## config.mk

```make
export PLATFORM = sky130hd
export DESIGN_NAME = lzx_coin_in
export DESIGN_NICKNAME = d
export VERILOG_FILES = /design/src/rtl/lzx_coin_in.sv
export SDC_FILE = /design/constraint.sdc
export NUM_CORES = 1
export LEC_CHECK = 0
export CAP_MARGIN = 20
export CORE_ASPECT_RATIO = 1.1
export CORE_UTILIZATION = 40
export DETAILED_ROUTE_END_ITERATION = 10
export PLACE_DENSITY = 0.65
export SETUP_SLACK_MARGIN = 0.3
export SLEW_MARGIN = 30
export SYNTH_ARGS = -nofsm -noshare
export SYNTH_HDL_FRONTEND = slang
export SYNTH_SLANG_ARGS = --single-unit
```

## constraint.sdc

```tcl
create_clock -name clk -period 6.7 [get_ports clk]
set_clock_uncertainty 0.2 [all_clocks]
set_input_delay 1.005 -clock clk [delete_from_list [all_inputs] [get_ports clk]]
set_output_delay 1.005 -clock clk [all_outputs]
set_load 0.01 [all_outputs]
```

## src/rtl/lzx_coin_in.sv

```systemverilog
// Coin acceptor front end: synchronizes and debounces two coin sensors, then queues coin events for the vending FSM.
// Optional macro LZX_COIN_INHIBIT_EN adds an inhibit input that rejects every new coin event.
module lzx_coin_in #(
  parameter int DEB_CYCLES = 4,
  parameter int FIFO_DEPTH = 4
) (
  input  logic                          clk,
  input  logic                          rst,
  input  logic                          coin_half_raw,
  input  logic                          coin_one_raw,
`ifdef LZX_COIN_INHIBIT_EN
  input  logic                          inhibit,
`endif
  input  logic                          dn_ready,
  output logic [1:0]                    coin_out,
  output logic                          reject,
  output logic [$clog2(FIFO_DEPTH):0]   fifo_cnt
);

  localparam int AW = $clog2(FIFO_DEPTH);
  localparam int CW = AW + 1;
  localparam logic [3:0]    DEB_LAST = 4'(DEB_CYCLES - 1);
  localparam logic [CW-1:0] DEPTH_C  = CW'(FIFO_DEPTH);

  // Channel index 0 = half coin, 1 = one coin
  logic [1:0]    r_sync1, r_sync2, r_deb, r_deb_d;
  logic [3:0]    r_cnt [2];
  logic [1:0]    r_mem [FIFO_DEPTH];
  logic [AW-1:0] r_wr, r_rd;
  logic [CW-1:0] r_fcnt;
  logic [1:0]    r_coin;
  logic          r_reject;

  logic [1:0]    w_rise;
  logic          w_inhibit;
  logic [CW-1:0] w_free;
  logic          w_acc_half, w_acc_one, w_drop, w_pop;
  logic [1:0]    w_npush, w_code0, w_head;

`ifdef LZX_COIN_INHIBIT_EN
  assign w_inhibit = inhibit;
`else
  assign w_inhibit = 1'b0;
`endif

  always_ff @(posedge clk) begin
    if (rst) begin
      r_sync1 <= '0;
      r_sync2 <= '0;
      r_deb   <= '0;
      r_deb_d <= '0;
      r_cnt[0] <= '0;
      r_cnt[1] <= '0;
    end else begin
      r_sync1 <= {coin_one_raw, coin_half_raw};
      r_sync2 <= r_sync1;
      r_deb_d <= r_deb;
      for (int i = 0; i < 2; i++) begin
        if (r_sync2[i] == r_deb[i]) begin
          r_cnt[i] <= '0;
        end else if (r_cnt[i] == DEB_LAST) begin
          r_deb[i] <= ~r_deb[i];
          r_cnt[i] <= '0;
        end else begin
          r_cnt[i] <= r_cnt[i] + 4'd1;
        end
      end
    end
  end

  assign w_rise = r_deb & ~r_deb_d;
  assign w_free = DEPTH_C - r_fcnt;

  // Space is judged on occupancy before this cycle's pop; an empty queue
  // forwards the freshly pushed head so the coin leaves on the push edge.
  always_comb begin
    w_acc_half = w_rise[0] & ~w_inhibit & (w_free != '0);
    w_acc_one  = w_rise[1] & ~w_inhibit & (w_free > CW'(w_acc_half));
    w_drop     = (w_rise[0] & ~w_acc_half) | (w_rise[1] & ~w_acc_one);
    w_npush    = 2'(w_acc_half) + 2'(w_acc_one);
    w_code0    = w_acc_half ? 2'd1 : 2'd2;
    w_head     = (r_fcnt != '0) ? r_mem[r_rd] : w_code0;
    w_pop      = dn_ready & ((r_fcnt != '0) | (w_npush != 2'd0));
  end

  always_ff @(posedge clk) begin
    if (w_acc_half) r_mem[r_wr] <= 2'd1;
    if (w_acc_one)  r_mem[r_wr + AW'(w_acc_half)] <= 2'd2;
  end

  always_ff @(posedge clk) begin
    if (rst) begin
      r_wr     <= '0;
      r_rd     <= '0;
      r_fcnt   <= '0;
      r_coin   <= 2'b00;
      r_reject <= 1'b0;
    end else begin
      r_wr     <= r_wr + AW'(w_npush);
      r_rd     <= r_rd + AW'(w_pop);
      r_fcnt   <= r_fcnt + CW'(w_npush) - CW'(w_pop);
      r_coin   <= w_pop ? w_head : 2'b00;
      r_reject <= w_drop;
    end
  end

  assign coin_out = r_coin;
  assign reject   = r_reject;
  assign fifo_cnt = r_fcnt;

endmodule
```

==> results.cfg, run 1 <==
[timing]
worstMarginPinSlew_ns = 0.721
hold_violations = 0
fmax_mhz = 246
finalMaxSlewViolations = 0
setup_violations = 0
relSlewSlack_pct = 51.8
setup_tns_ns = 0
post-route-period-util_pct = 60.7
min_period_ns = 4.07
rsz0062_at_grt = false

[power]
power_leakage_uw = 0.000756
power_density_mw_per_mm2 = 313
power_uw = 583
vdd_drop_max_mv = 0.115

[clocking]
h-tree-depth = 2
cts_tree = built
clk_path_buf_depth = 2
cts_inserted_buffers = 5
ctsHoldBuffers = 0
cts.sinks = 34
cts_resized = 0
cts_root_buf = clkbuf_8
cts_setup_buffers = 0
clk_latency_ns = 0.28
clk_pin_slew_worst_paths_ns = 0.07

[logic_synthesis]
yosys.cell_types.count = 36
syn_inst = 141
yosysWarnings = 0
synth.top_cell.area_share_pct = 32.6
synthSimpleGateAreaFrac_pct = 15.9
synth-xor-area-share_pct = 7.13
async_flop_share_pct = 0
synth_area_mm2 = 0.00160
yosysMostFrequentCell = dfxtp_1
synth_enable_flop_cells = 8
synth_common_cells = dfxtp_1, nor2_1, ha_1
synth.area.top_cells = dfxtp_1, edfxtp_1, ha_1, xnor2_1, nor2_1
ys_ff_latch = 34
synth_ff_type = dfxtp_1
synth_top_family_by_area = simple AND/OR/NAND/NOR gates
syn_area_per_cell_um2 = 11.3
synth.mux.area_fraction_pct = 5.32
synth_seq_area_share_pct = 47.6
synth_fa_ha_area_share_pct = 12.2
synth_top_cell_by_area = dfxtp_1
synth_compound_area_share_pct = 6.03

[cells_and_area]
stdcell_count = 211
num-nets-final = 180
final_area_mm2 = 0.00187
fillCellCount = 358
final_layout_size_suffix_gt1_share_pct = 9.94
diodes = 0
syn_to_final_growth_pct = 16.8

[floorplan]
rows = 23
core-area_mm2 = 0.00374
initial_core_util_pct = 42.7
die_h_um = 68.3
die-area_mm2 = 0.00425
io_pins = 11
fp.dieW_um = 62.3

[worst_setup_path]
worstPathMaxFanout = 6
max_stage_delay_ns = 0.50
cp_common_cell = ha_1
slowest_stage = or3b_1
crit_chain = inv_1 > ha_1 > ha_1 > or3b_1 > clkinv_4 > ha_1 > nor2_1 > o21ai_2 > ha_1 > a21boi_0 > ha_1 > inv_1 > ha_1 > inv_1 > fa_1 > xnor2_1 > xnor2_1 > nor2_1
worstPathRequired_ns = 6.65
end_kind = flip-flop
cp.arrival_ns = 4.02
start_kind = flip-flop
worstRegToRegCells = 18
critPathKind = reg -> reg

[detailed_routing]
routed_wl_um = 2420
firstDrtPassIters = 4
drc = 0
num_vias = 1001
viasPerCell = 4.74
wl_per_cell_um = 11.5
drt-initial-drc-count = 26
ant_nets = 0

[place]
gp_congestion = 0.771
port_buffers = 10
hpwl_um = 1810
place_area_mm2 = 0.00176
dp_cells = 203

[min_path]
hp-class = reg -> reg
whs_path_depth = 1

[run_status]
status = complete, no violations

[global_routing]
grt_pass1_vias = 971
track_usage_pct = 13.4
antenna_found_initial = 0
overflow = 0
grt_max_degree = 21
grt_pass1_wl_um = 4180

[run]
drv_cap = 0
==> cell usage in the layout (no fill, tap or decap) <==
| master | instances |
|---|---|
| a21boi_0 | 1 |
| a21oi_1 | 1 |
| a32o_1 | 2 |
| a32oi_1 | 2 |
| bufinv_16 | 1 |
| clkbuf_1 | 2 |
| clkbuf_8 | 5 |
| clkdlybuf4s50_1 | 10 |
| clkinv_1 | 1 |
| clkinv_4 | 1 |
| conb_1 | 8 |
| dfxtp_1 | 26 |
| edfxtp_1 | 8 |
| fa_1 | 1 |
| ha_1 | 14 |
| inv_1 | 13 |
| mux2i_1 | 4 |
| mux4_2 | 2 |
| nand2b_1 | 1 |
| nand3_1 | 2 |
| nand3_2 | 1 |
| nand3b_1 | 1 |
| nand3b_2 | 1 |
| nor2_1 | 15 |
| nor2b_1 | 9 |
| nor2b_2 | 1 |
| nor3_2 | 1 |
| nor3b_1 | 3 |
| nor3b_2 | 2 |
| o21ai_2 | 1 |
| o32a_1 | 2 |
| o32ai_1 | 2 |
| or3_1 | 2 |
| or3b_1 | 2 |
| xnor2_1 | 10 |
| xor2_1 | 3 |
==> stage by stage <==
| step | setup slack (ns) | hold WS (ns) | utilization [%] |
|---|---|---|---|
| finish | 2.63 | 0.238 | 49.9 |
| global placement | 2.67 | 0.218 | 47.0 |
| global route | 2.34 | 0.276 | 49.9 |
| floorplan | 2.87 | 0.214 | - |
| CTS | 2.57 | 0.246 | 49.9 |
| detailed placement | 2.63 | 0.226 | 47.0 |
==> worst paths after layout <==
path / start / endpoint / slack (ns)
hold reg to reg: r_sync1[0] / r_sync2[0] / 0.24
setup reg to reg: fifo_cnt[0] / fifo_cnt[2] / 2.63
setup / recovery: fifo_cnt[0] / fifo_cnt[2] / 2.63
hold / removal: r_sync1[0] / r_sync2[0] / 0.24
==> power by group <==
group / internal [uW] / switching [uW] / leakage [uW]
registers: 237 / 19.0 / 0.000296
clock network: 111 / 68.8 / 0.0000524
logic: 83.9 / 63.7 / 0.000408
==> worst max-delay path: cells and delay by family, from the launching register on <==
kind	cells	cell delay [ns]
compound gates	2	0.46
xor+xnor	2	0.30
fa+ha+maj	7	1.64
buf+inv	4	0.29
flops	1	0.35
simple gates	3	0.69
==> cell families after synthesis <==
group,Yosys count
simple gates,41
xor+xnor,13
other cells,1
flops,34
buf+inv,20
fa+ha+maj,15
mux,6
compound gates,11
==> flip-flops by register name, summed over array words and instances, names as in the netlist <==
| register | count |
|---|---|
| coin_out | 2 |
| r_deb_d | 2 |
| r_rd | 2 |
| r_deb | 2 |
| r_wr | 2 |
| r_sync1 | 2 |
| reject | 1 |
| r_mem | 8 |
| fifo_cnt | 3 |
| r_cnt | 8 |
| r_sync2 | 2 |
==> area by class of cell <==
type	instances	area, um^2	share of cell area, %
multi-input combinational	94	774	41.5
sequential	34	761	40.8
timing repair buffer	10	100	5.37
clock buffer	7	76.3	4.09
clock inverter	1	30.0	1.61
tap	50	62.6	3.35
inverter	15	61.3	3.29
==> metal layers <==
metal  vias to the layer above  GRT usage (%)  share of wire, %
li1                        509              -                 -
met1                       468           14.9                46
met2                        17           22.7                47
met3                         7           4.50               3.6
met4                         0           7.85               2.6
met5                         -              0                 0
(Power assumes the default switching activity.)
==> inputs of run 2 (changes only) <==
--- a/config.mk
+++ b/config.mk
@@ -9,7 +9,7 @@
 export CORE_ASPECT_RATIO = 1.1
 export CORE_UTILIZATION = 40
 export DETAILED_ROUTE_END_ITERATION = 10
-export PLACE_DENSITY = 0.65
+export PLACE_DENSITY = 0.67
 export SETUP_SLACK_MARGIN = 0.3
 export SLEW_MARGIN = 30
 export SYNTH_ARGS = -nofsm -noshare
==> constraint.sdc (replaced) <==
create_clock -name clk -period 3.4 [get_ports clk]
set_clock_uncertainty 0.2 [all_clocks]
set_input_delay 0.51 -clock clk [delete_from_list [all_inputs] [get_ports clk]]
set_output_delay 0.51 -clock clk [all_outputs]
set_load 0.01 [all_outputs]
==> run 2 against run 1 <==
- critical path depth did not move
- final cell count rose by 11%
- clock-buffer cell count fell by 2
- utilization rose by 7.8 points
- first-iteration DRC count fell by 50%
- global-route usage rose by 2.8 points
- setup slack got worse by 2.6 ns
- combinational power rose to 3.5 times the previous value
- power rose by 120%
- final area rose by 16%
- critical path type unchanged
- sequential cell count did not move
- die area did not move
==> results.cfg, run 2 (synthesis gave the netlist of run 1 again) <==
[run_status]
status = complete, no violations

[timing]
hold_violations = 0
fmax_mhz = 300
post-route-period-util_pct = 98.1
rsz0062_at_grt = true
setup_tns_ns = 0
min_period_ns = 3.34
setup_violations = 0
worst_slack_ns = 0.0635
finalMaxSlewViolations = 0

[clocking]
clk_path_buf_depth = 2
h-tree-depth = 2
cts_tree = built
cts.sinks = 34
clk_latency_ns = 0.28
cts_inserted_buffers = 5
clk_pin_slew_worst_paths_ns = 0.06
cts_root_buf = clkbuf_8

[place]
gp_congestion = 0.740
dp_slack_ns = -0.210
hpwl_um = 2010
dp_cells = 216
place_area_mm2 = 0.00194
port_buffers = 10

[cells_and_area]
layout_common_cells = dfxtp_1, buf_4, nor2_1
num-nets-final = 204
syn_to_final_growth_pct = 35.1
final_layout_size_suffix_gt1_share_pct = 31.4
stdcell_count = 235
final_area_mm2 = 0.00216
diodes = 0

[detailed_routing]
dr_wl_met2_um = 1350
drt-initial-drc-count = 13
num_vias = 1105
drt-met1-wl_um = 1330
drc = 0
firstDrtPassIters = 4
ant_nets = 0
routed_wl_um = 2840
viasPerCell = 4.70
met3WireLength_um = 83
routed.top_layer = met4
wl_per_cell_um = 12.1

[floorplan]
initial_core_util_pct = 42.7
die_h_um = 68.3
fp.dieW_um = 62.3
rows = 23
core-area_mm2 = 0.00374
die-area_mm2 = 0.00425
io_pins = 11

[worst_setup_path]
critPathKind = reg -> reg
end_kind = flip-flop
worstPathMaxFanout = 2
reg2reg_from = fifo_cnt[0]
setup.worst_path.start = fifo_cnt[0]
cp.arrival_ns = 3.29
start_kind = flip-flop
worstPathRequired_ns = 3.36

[global_routing]
grt_pass1_wl_um = 5060
overflow = 0
grt_pass1_vias = 1129
track_usage_pct = 16.2
grt_max_degree = 13
antenna_found_initial = 0

[run]
drv_cap = 0

[power]
power_uw = 1300
power_leakage_uw = 0.000882
power_density_mw_per_mm2 = 602
vdd_drop_max_mv = 0.402

[min_path]
min_from = r_sync1[1]
hp-class = reg -> reg
[run 2: cell count changes in the layout (fill, tap and decap cells not counted), moves of 2 or more]
cell,delta
clkinv_1,+3
inv_1,-5
ha_4,+7
dfxtp_1,-2
clkbuf_1,-2
ha_1,-7
dfxtp_2,+2
buf_4,+24
inv_2,+4
[run 2: routing by layer]
metal  vias up  GRT usage (%)
met4         0           10.8
met1       528           17.7
li1        558              -
met3         5           4.67
met5         -              0
met2        14           27.9
[run 2: final timing paths]
check                 to  slack, ns  depth (start not counted)
max reg2reg  fifo_cnt[2]       0.06                         18
min reg2reg   r_sync2[1]       0.24                          1
max          fifo_cnt[2]       0.06                         18
min           r_sync2[1]       0.24                          1
[run 2: final cells by class]
| class | count | area (um^2) |
|---|---|---|
| clock inverter | 3 | 11.3 |
| clock buffer | 5 | 68.8 |
| timing repair buffer | 34 | 280 |
| fill | 317 | 1580 |
| tap | 50 | 62.6 |
| sequential | 34 | 763 |
| multi-input combinational | 94 | 901 |
| inverter | 15 | 71.3 |
[run 2: critical path, cell delays in order, from the launching register on]
cell and delay (ns):
dfxtp_2 0.34, inv_2 0.05, ha_4 0.16, ha_4 0.15, or3b_4 0.41, clkinv_8 0.06, ha_4 0.19, nor2_4 0.11
o21ai_4 0.07, ha_4 0.17, a21boi_4 0.16, ha_4 0.23, inv_4 0.05, ha_4 0.12, inv_2 0.03, fa_2 0.36
xnor2_2 0.15, xnor2_1 0.13, nor2_1 0.06
[run 2: metrics by stage]
| stage | utilization [%] | hold slack, ns |
|---|---|---|
| 6_report | 57.7 | 0.244 |
| 5_1_grt | 57.7 | 0.265 |
| 4_1_cts | 56.5 | 0.249 |
| 3_5_place_dp | 51.7 | 0.232 |
| 3_3_place_gp | 51.7 | 0.219 |
| 2_1_floorplan | - | 0.214 |
[run 2: power by group]
group	internal, uW	leakage [uW]	switching (uW)
combinational	310	0.000545	210
clock	136	0.0000407	138
sequential	469	0.000296	35.7
[run 2: repair_timing]
item / CTS / global route
gates resized for setup: 10 / 2
hold buffers: 0 / 0
buffers inserted: 7 / 4
pin swaps: 12 / 1
endpoints found under the setup margin: 2 / 2
==> inputs of run 3 (changes only) <==
--- a/config.mk
+++ b/config.mk
@@ -5,6 +5,7 @@
 export SDC_FILE = /design/constraint.sdc
 export NUM_CORES = 1
 export LEC_CHECK = 0
+export ABC_CLOCK_PERIOD_IN_PS = 3400
 export CAP_MARGIN = 20
 export CORE_ASPECT_RATIO = 1.1
 export CORE_UTILIZATION = 40
==> results of run 3 <==
Same layout as run 2: the final DEF is identical, and so are final timing and power.
